===== src/rtl/pkt_pkg.sv =====
// Shared definitions for the packet assembler.
// State encoding, default sync marker, small helpers.
package pkt_pkg;

    // Receive framing states.
    typedef enum logic [1:0] {
        ST_IDLE    = 2'd0,
        ST_PAYLOAD = 2'd1,
        ST_CHKSUM  = 2'd2
    } pkt_state_e;

    // Default start-of-packet marker.
    localparam logic [7:0] SYNC_DEFAULT = 8'hAA;

    // True while a frame is being collected and the
    // inactivity watchdog must run.
    function automatic logic in_frame(pkt_state_e s);
        return (s == ST_PAYLOAD) || (s == ST_CHKSUM);
    endfunction

endpackage


===== src/rtl/echo_hold_buf.sv =====
// Byte echo path with a one-deep hold register.
// Arbitrates against tx_busy and flags dropped bytes.
module echo_hold_buf #(
    parameter int BYTE_W = 8
) (
    input  logic              Clock,
    input  logic              Reset,
    input  logic              received,
    input  logic [BYTE_W-1:0] rx_byte,
    input  logic              tx_busy,
    output logic              transmit,
    output logic [BYTE_W-1:0] tx_byte,
    output logic              echo_drop
);

    logic              hold_v_q, hold_v_d;
    logic [BYTE_W-1:0] hold_q,   hold_d;
    logic              xmit_q,   xmit_d;
    logic [BYTE_W-1:0] txb_q,    txb_d;
    logic              drop_q,   drop_d;

    // Decide what leaves this cycle and what is kept for later.
    always_comb begin
        hold_v_d = hold_v_q;
        hold_d   = hold_q;
        xmit_d   = 1'b0;
        txb_d    = txb_q;
        drop_d   = 1'b0;
        if (!tx_busy) begin
            if (hold_v_q) begin
                // Older byte goes first; a new one takes its slot.
                xmit_d   = 1'b1;
                txb_d    = hold_q;
                hold_v_d = received;
                if (received) begin
                    hold_d = rx_byte;
                end
            end else if (received) begin
                xmit_d = 1'b1;
                txb_d  = rx_byte;
            end
        end else if (received) begin
            if (!hold_v_q) begin
                hold_v_d = 1'b1;
                hold_d   = rx_byte;
            end else begin
                drop_d = 1'b1;
            end
        end
    end

    // Register hold state and all echo outputs.
    always_ff @(posedge Clock) begin
        if (Reset) begin
            hold_v_q <= 1'b0;
            hold_q   <= '0;
            xmit_q   <= 1'b0;
            txb_q    <= '0;
            drop_q   <= 1'b0;
        end else begin
            hold_v_q <= hold_v_d;
            hold_q   <= hold_d;
            xmit_q   <= xmit_d;
            txb_q    <= txb_d;
            drop_q   <= drop_d;
        end
    end

    assign transmit  = xmit_q;
    assign tx_byte   = txb_q;
    assign echo_drop = drop_q;

endmodule


===== src/rtl/packet_assembler.sv =====
// Frames sync/payload/checksum byte streams into packets.
// Optional echo of every received byte through echo_hold_buf.
module packet_assembler
    import pkt_pkg::*;
#(
    parameter int                BYTE_W      = 8,
    parameter int                PKT_BYTES   = 3,
    parameter logic [BYTE_W-1:0] SYNC_BYTE   = BYTE_W'(SYNC_DEFAULT),
    parameter int                TIMEOUT_CYC = 50000,
    parameter int                ECHO_EN     = 1
) (
    input  logic                        Clock,
    input  logic                        Reset,
    input  logic                        received,
    input  logic [BYTE_W-1:0]           rx_byte,
    input  logic                        tx_busy,
    output logic                        transmit,
    output logic [BYTE_W-1:0]           tx_byte,
    output logic [PKT_BYTES*BYTE_W-1:0] packet,
    output logic                        packet_valid,
    output logic                        chk_err,
    output logic                        timeout,
    output logic                        echo_drop
);

    localparam int PKT_W  = PKT_BYTES * BYTE_W;
    localparam int CNT_W  = $clog2(PKT_BYTES + 1);
    localparam int IDLE_W = $clog2(TIMEOUT_CYC);

    localparam logic [CNT_W-1:0]  LAST_CNT = CNT_W'(PKT_BYTES - 1);
    localparam logic [IDLE_W-1:0] IDLE_MAX = IDLE_W'(TIMEOUT_CYC - 1);

    pkt_state_e        state_q;
    logic [CNT_W-1:0]  cnt_q;
    logic [BYTE_W-1:0] xor_q;
    logic [PKT_W-1:0]  stage_q;
    logic [IDLE_W-1:0] idle_q;
    logic [PKT_W-1:0]  packet_q;
    logic              valid_q;
    logic              err_q;
    logic              to_q;

    logic idle_hit;

    // Watchdog terminal count while a frame is open.
    assign idle_hit = in_frame(state_q) && (idle_q == IDLE_MAX);

    // Framing FSM with registered packet and status pulses.
    always_ff @(posedge Clock) begin
        if (Reset) begin
            state_q  <= ST_IDLE;
            cnt_q    <= '0;
            xor_q    <= '0;
            stage_q  <= '0;
            idle_q   <= '0;
            packet_q <= '0;
            valid_q  <= 1'b0;
            err_q    <= 1'b0;
            to_q     <= 1'b0;
        end else begin
            valid_q <= 1'b0;
            err_q   <= 1'b0;
            to_q    <= 1'b0;
            if (received || !in_frame(state_q)) begin
                idle_q <= '0;
            end else if (!idle_hit) begin
                idle_q <= idle_q + IDLE_W'(1);
            end
            unique case (state_q)
                ST_IDLE: begin
                    if (received && (rx_byte == SYNC_BYTE)) begin
                        state_q <= ST_PAYLOAD;
                        cnt_q   <= '0;
                        xor_q   <= '0;
                        stage_q <= '0;
                    end
                end
                ST_PAYLOAD: begin
                    if (received) begin
                        // Sync values here are plain data.
                        stage_q <= (stage_q << BYTE_W) | PKT_W'(rx_byte);
                        xor_q   <= xor_q ^ rx_byte;
                        cnt_q   <= cnt_q + CNT_W'(1);
                        if (cnt_q == LAST_CNT) begin
                            state_q <= ST_CHKSUM;
                        end
                    end else if (idle_hit) begin
                        state_q <= ST_IDLE;
                        stage_q <= '0;
                        to_q    <= 1'b1;
                    end
                end
                ST_CHKSUM: begin
                    if (received) begin
                        if (rx_byte == xor_q) begin
                            packet_q <= stage_q;
                            valid_q  <= 1'b1;
                        end else begin
                            err_q <= 1'b1;
                        end
                        state_q <= ST_IDLE;
                    end else if (idle_hit) begin
                        state_q <= ST_IDLE;
                        stage_q <= '0;
                        to_q    <= 1'b1;
                    end
                end
                default: begin
                    state_q <= ST_IDLE;
                end
            endcase
        end
    end

    assign packet       = packet_q;
    assign packet_valid = valid_q;
    assign chk_err      = err_q;
    assign timeout      = to_q;

    if (ECHO_EN != 0) begin : g_echo
        echo_hold_buf #(
            .BYTE_W (BYTE_W)
        ) u_echo (
            .Clock     (Clock),
            .Reset     (Reset),
            .received  (received),
            .rx_byte   (rx_byte),
            .tx_busy   (tx_busy),
            .transmit  (transmit),
            .tx_byte   (tx_byte),
            .echo_drop (echo_drop)
        );
    end else begin : g_no_echo
        assign transmit  = 1'b0;
        assign tx_byte   = '0;
        assign echo_drop = 1'b0;
    end

endmodule


===== config.mk =====
export PLATFORM = sky130hd
export DESIGN_NAME = packet_assembler
export DESIGN_NICKNAME = d
export VERILOG_FILES = /design/src/rtl/pkt_pkg.sv /design/src/rtl/echo_hold_buf.sv /design/src/rtl/packet_assembler.sv
export SDC_FILE = /design/constraint.sdc
export NUM_CORES = 1
export LEC_CHECK = 0
export ABC_AREA = 1
export BUFFER_PORTS_ARGS = -buffer_cell sky130_fd_sc_hd__buf_2
export CAP_MARGIN = 25
export CORE_ASPECT_RATIO = 1.75
export CORE_UTILIZATION = 55
export DETAILED_ROUTE_END_ITERATION = 12
export GPL_TIMING_DRIVEN = 0
export HOLD_SLACK_MARGIN = 0.15
export PLACE_DENSITY_LB_ADDON = 0.25
export SLEW_MARGIN = 5
export SYNTH_ARGS = -nofsm -noshare
export SYNTH_HDL_FRONTEND = slang
export SYNTH_SLANG_ARGS = --single-unit

===== constraint.sdc =====
create_clock -name Clock -period 3.2 [get_ports Clock]
set_input_delay 0 -clock Clock [delete_from_list [all_inputs] [get_ports Clock]]
set_output_delay 0 -clock Clock [all_outputs]
set_load 0.05 [all_outputs]

==> results.sh <==
export IMPL_clock_latency_ns=0.35
export IMPL_power_density_nw_per_um2=487.6
export IMPL_htree_levels=3
export IMPL_p_switching_mw=0.6425
export IMPL_drtPass1Iterations=9
export IMPL_die_h_um=123.4
export IMPL_ff2ff_setup_slack_ns=1.17
export IMPL_avgSynthCellArea_um2=6.498
export IMPL_vias=4521
export IMPL_final_common_cell="nand2_1"
export IMPL_synth_fa_ha_area_frac=0.01620
export IMPL_clock_path_buffers=2
export IMPL_cts_sinks=98
export IMPL_crit_type="reg -> reg"
export IMPL_synth_compound_area_frac=0.09965
export IMPL_diodes=0
export IMPL_fp_coreArea_um2=8258
export IMPL_violations="DRC"
export IMPL_cts_tree="yes"
export IMPL_worstPathArrival_ns=2.28
export IMPL_rsz0062_at_grt="false"
export IMPL_slew_viol_final=0
export IMPL_synth_cell_types=27
export IMPL_leakage_nw=2.416
export IMPL_slew_headroom=0.6482
export IMPL_crit_path_start_kind="flip-flop"
export IMPL_swShare=0.2436
export IMPL_synth_mux_area_frac=0
export IMPL_gp_congestion=0.8331
export IMPL_ant_nets=0
export IMPL_finalCritPeriodShare=0.6359
export IMPL_vdd_drop_max_v=0.0004035
export IMPL_ys_warn_count=0
export IMPL_die_area_um2=8809
export IMPL_yosysSeqAreaShare=0.4234
export IMPL_p_int_mw=1.995
export IMPL_setup_viol=0
export IMPL_wire_per_inst_um=12.61
export IMPL_r2r_start="state_q[0]"
export IMPL_io_pins=49
export IMPL_tightest_slew_ns=0.5249
export IMPL_clock_skew_ns=0.01056
export IMPL_synth_xor_area_frac=0.02079
export IMPL_numCtsBuffers=9
export IMPL_min_path_type="in -> reg"
export IMPL_worstSetupEndpoint="idle_q[4]"
export IMPL_netlist_area_um2=4633
export IMPL_synth_seq_cells=98
export IMPL_critPathMaxFanout=10
export IMPL_synth_cells=713
export IMPL_root_buffer="clkbuf_16"
export IMPL_vias_per_cell=5.149
export IMPL_fillers=750
export IMPL_synth_fp_nets=731
export IMPL_area_growth_pct=16.74
export IMPL_route_detailed_drc=3
export IMPL_synthArstFlopShare=0
export IMPL_critPathLaunch="state_q[0]"
export IMPL_final_hold_viol_count=0
export IMPL_ff2ff_path_depth=6
export IMPL_cts_resized=0
export IMPL_fin_crit_ns=2.035
export IMPL_maxCapViolations=0
export IMPL_gr_total_overflow=0
export IMPL_grt_use_total=0.2613
export IMPL_routed_wirelength_mm=11.07
export IMPL_fin_hold_ws_ns=0.2808
export IMPL_power_frac_comb=0.086
export IMPL_hpwl_mm=7.921
export IMPL_antenna_found_initial=0
export IMPL_drt_iter0_drc=287
export IMPL_seqPwrFrac=0.477
export IMPL_die_width_um=71.38
export IMPL_grt_first_pass_wirelength_mm=18.22
export IMPL_finalNetCount=800
export IMPL_synth_ff_type="dfxtp_1"
export IMPL_drive_above_1_share=0.1081
export IMPL_pwr_share_clk=0.436
export IMPL_grt_pass1_vias=4091
export IMPL_grt_max_degree=17
export IMPL_core_rowCount=44
export IMPL_synth_top_family_by_area="simple AND/OR/NAND/NOR gates"
export IMPL_status="finished with violations"
export IMPL_r2r_end="idle_q[4]"
export IMPL_fmax_mhz=491.4
export IMPL_worstSetupEndpointType="flip-flop"
export IMPL_synthSimpleGateAreaFrac=0.3411
export IMPL_synth_edf_count=0
export IMPL_worstPathRequired_ns=3.45
export IMPL_final_cell_mix="nand2_1 (230), nor2_1 (125), dfxtp_1 (98)"
export IMPL_initial_core_util=0.5611
export IMPL_portBuffers=47
export IMPL_clk_pin_slew_ns=0.07
export IMPL_finalSetupTns_ns=0
power by group through the flow:
stage	clock network [mW]	registers, mW	logic (mW)
after detailed placement	0	1.29	0.215
after global routing	1.21	1.26	0.252
after global placement	0	1.28	0.210
after floorplan	0	1.31	0.123
after CTS	1.17	1.26	0.226
final	1.15	1.26	0.228
worst max-delay path: stages (launching register included):
cell	delay, ns
dfxtp_1	0.42
inv_1	0.09
ha_1	0.35
inv_1	0.10
nor3_2	0.41
inv_1	0.29
a211oi_1	0.27
layout make-up:
cell class | instances | area [um^2] | area share
repair buffers | 58 | 345.3 | 0.06384
flip-flops and latches | 98 | 1962 | 0.3627
clock inverters | 6 | 90.09 | 0.01666
well taps | 92 | 115.1 | 0.02128
plain buffers | 29 | 142.6 | 0.02637
multi-input cells | 502 | 2213 | 0.4092
clock buffers | 9 | 225.2 | 0.04164
inverters | 84 | 315.3 | 0.05829
worst min path at each step:
stage | from | end | slack [ns] | cells past startpoint
2_1_floorplan | received | chk_err | 0.14 | 2
3_3_place_gp | received | chk_err | 0.32 | 3
3_5_place_dp | received | chk_err | 0.33 | 3
4_1_cts | Reset | idle_q[14] | 0.29 | 4
5_1_grt | Reset | idle_q[12] | 0.36 | 4
6_report | Reset | idle_q[14] | 0.28 | 4
cell families after synthesis:
| logic type | count (synthesis) |
|---|---|
| buffers and inverters | 113 |
| xor gates and xnor gates | 11 |
| and+or+nand+nor | 398 |
| AOI/OAI and AO/OA | 87 |
| adders and majority gates | 6 |
| DFF | 98 |
cell usage after synthesis, types with 2 or more instances:
| cell type | count | area [um^2] |
|---|---|---|
| a21oi_1 | 48 | 240.2 |
| nor2_1 | 125 | 469.2 |
| nand2_1 | 230 | 863.3 |
| dfxtp_1 | 98 | 1962 |
| buf_4 | 2 | 15.01 |
| nor3_1 | 9 | 45.04 |
| nor3_2 | 2 | 20.02 |
| nand4_1 | 4 | 25.02 |
| a211oi_1 | 2 | 15.01 |
| clkbuf_1 | 16 | 60.06 |
| ha_1 | 6 | 75.07 |
| a21oi_2 | 3 | 26.28 |
| inv_1 | 82 | 307.8 |
| xnor2_1 | 6 | 52.55 |
| buf_2 | 9 | 45.04 |
| nand3_1 | 23 | 115.1 |
| xor2_1 | 5 | 43.79 |
| buf_6 | 2 | 22.52 |
| a31oi_1 | 8 | 50.05 |
| o21ai_0 | 26 | 130.1 |
registers in the layout (all words and copies together) (netlist names):
signal and cells:
packet 24, stage_q 24, idle_q 16, g_echo.u_echo.hold_q 8
g_echo.u_echo.tx_byte 8, xor_q 8, cnt_q 2, state_q 2
chk_err 1, g_echo.u_echo.echo_drop 1, g_echo.u_echo.hold_v_q 1, g_echo.u_echo.transmit 1
packet_valid 1, timeout 1
routing by layer:
| metal | GRT usage | part of all wire |
|---|---|---|
| met3 | 0.04238 | 0.039 |
| met1 | 0.2859 | 0.41 |
| met5 | 0 | 0 |
| met4 | 0.1400 | 0.035 |
| met2 | 0.4756 | 0.52 |
stage by stage:
| step | cells | util | setup slack (ns) | area, um^2 | power [mW] |
|---|---|---|---|---|---|
| finish | 878 | 0.6550 | 1.165 | 5409 | 2.637 |
| detailed placement | 852 | 0.6035 | 1.165 | 4984 | 1.501 |
| global placement | 852 | 0.6035 | 1.271 | 4984 | 1.495 |
| global route | 878 | 0.6550 | 1.013 | 5409 | 2.720 |
| floorplan | 713 | - | 1.633 | 4633 | 1.437 |
| CTS | 878 | 0.6550 | 1.144 | 5409 | 2.651 |
repair_timing:
| item | in CTS | in global routing |
|---|---|---|
| setup buffers | 0 | 0 |
| hold buffers | 11 | 0 |
| endpoints found under the hold margin | 39 | 0 |
(Power assumes the default switching activity.)
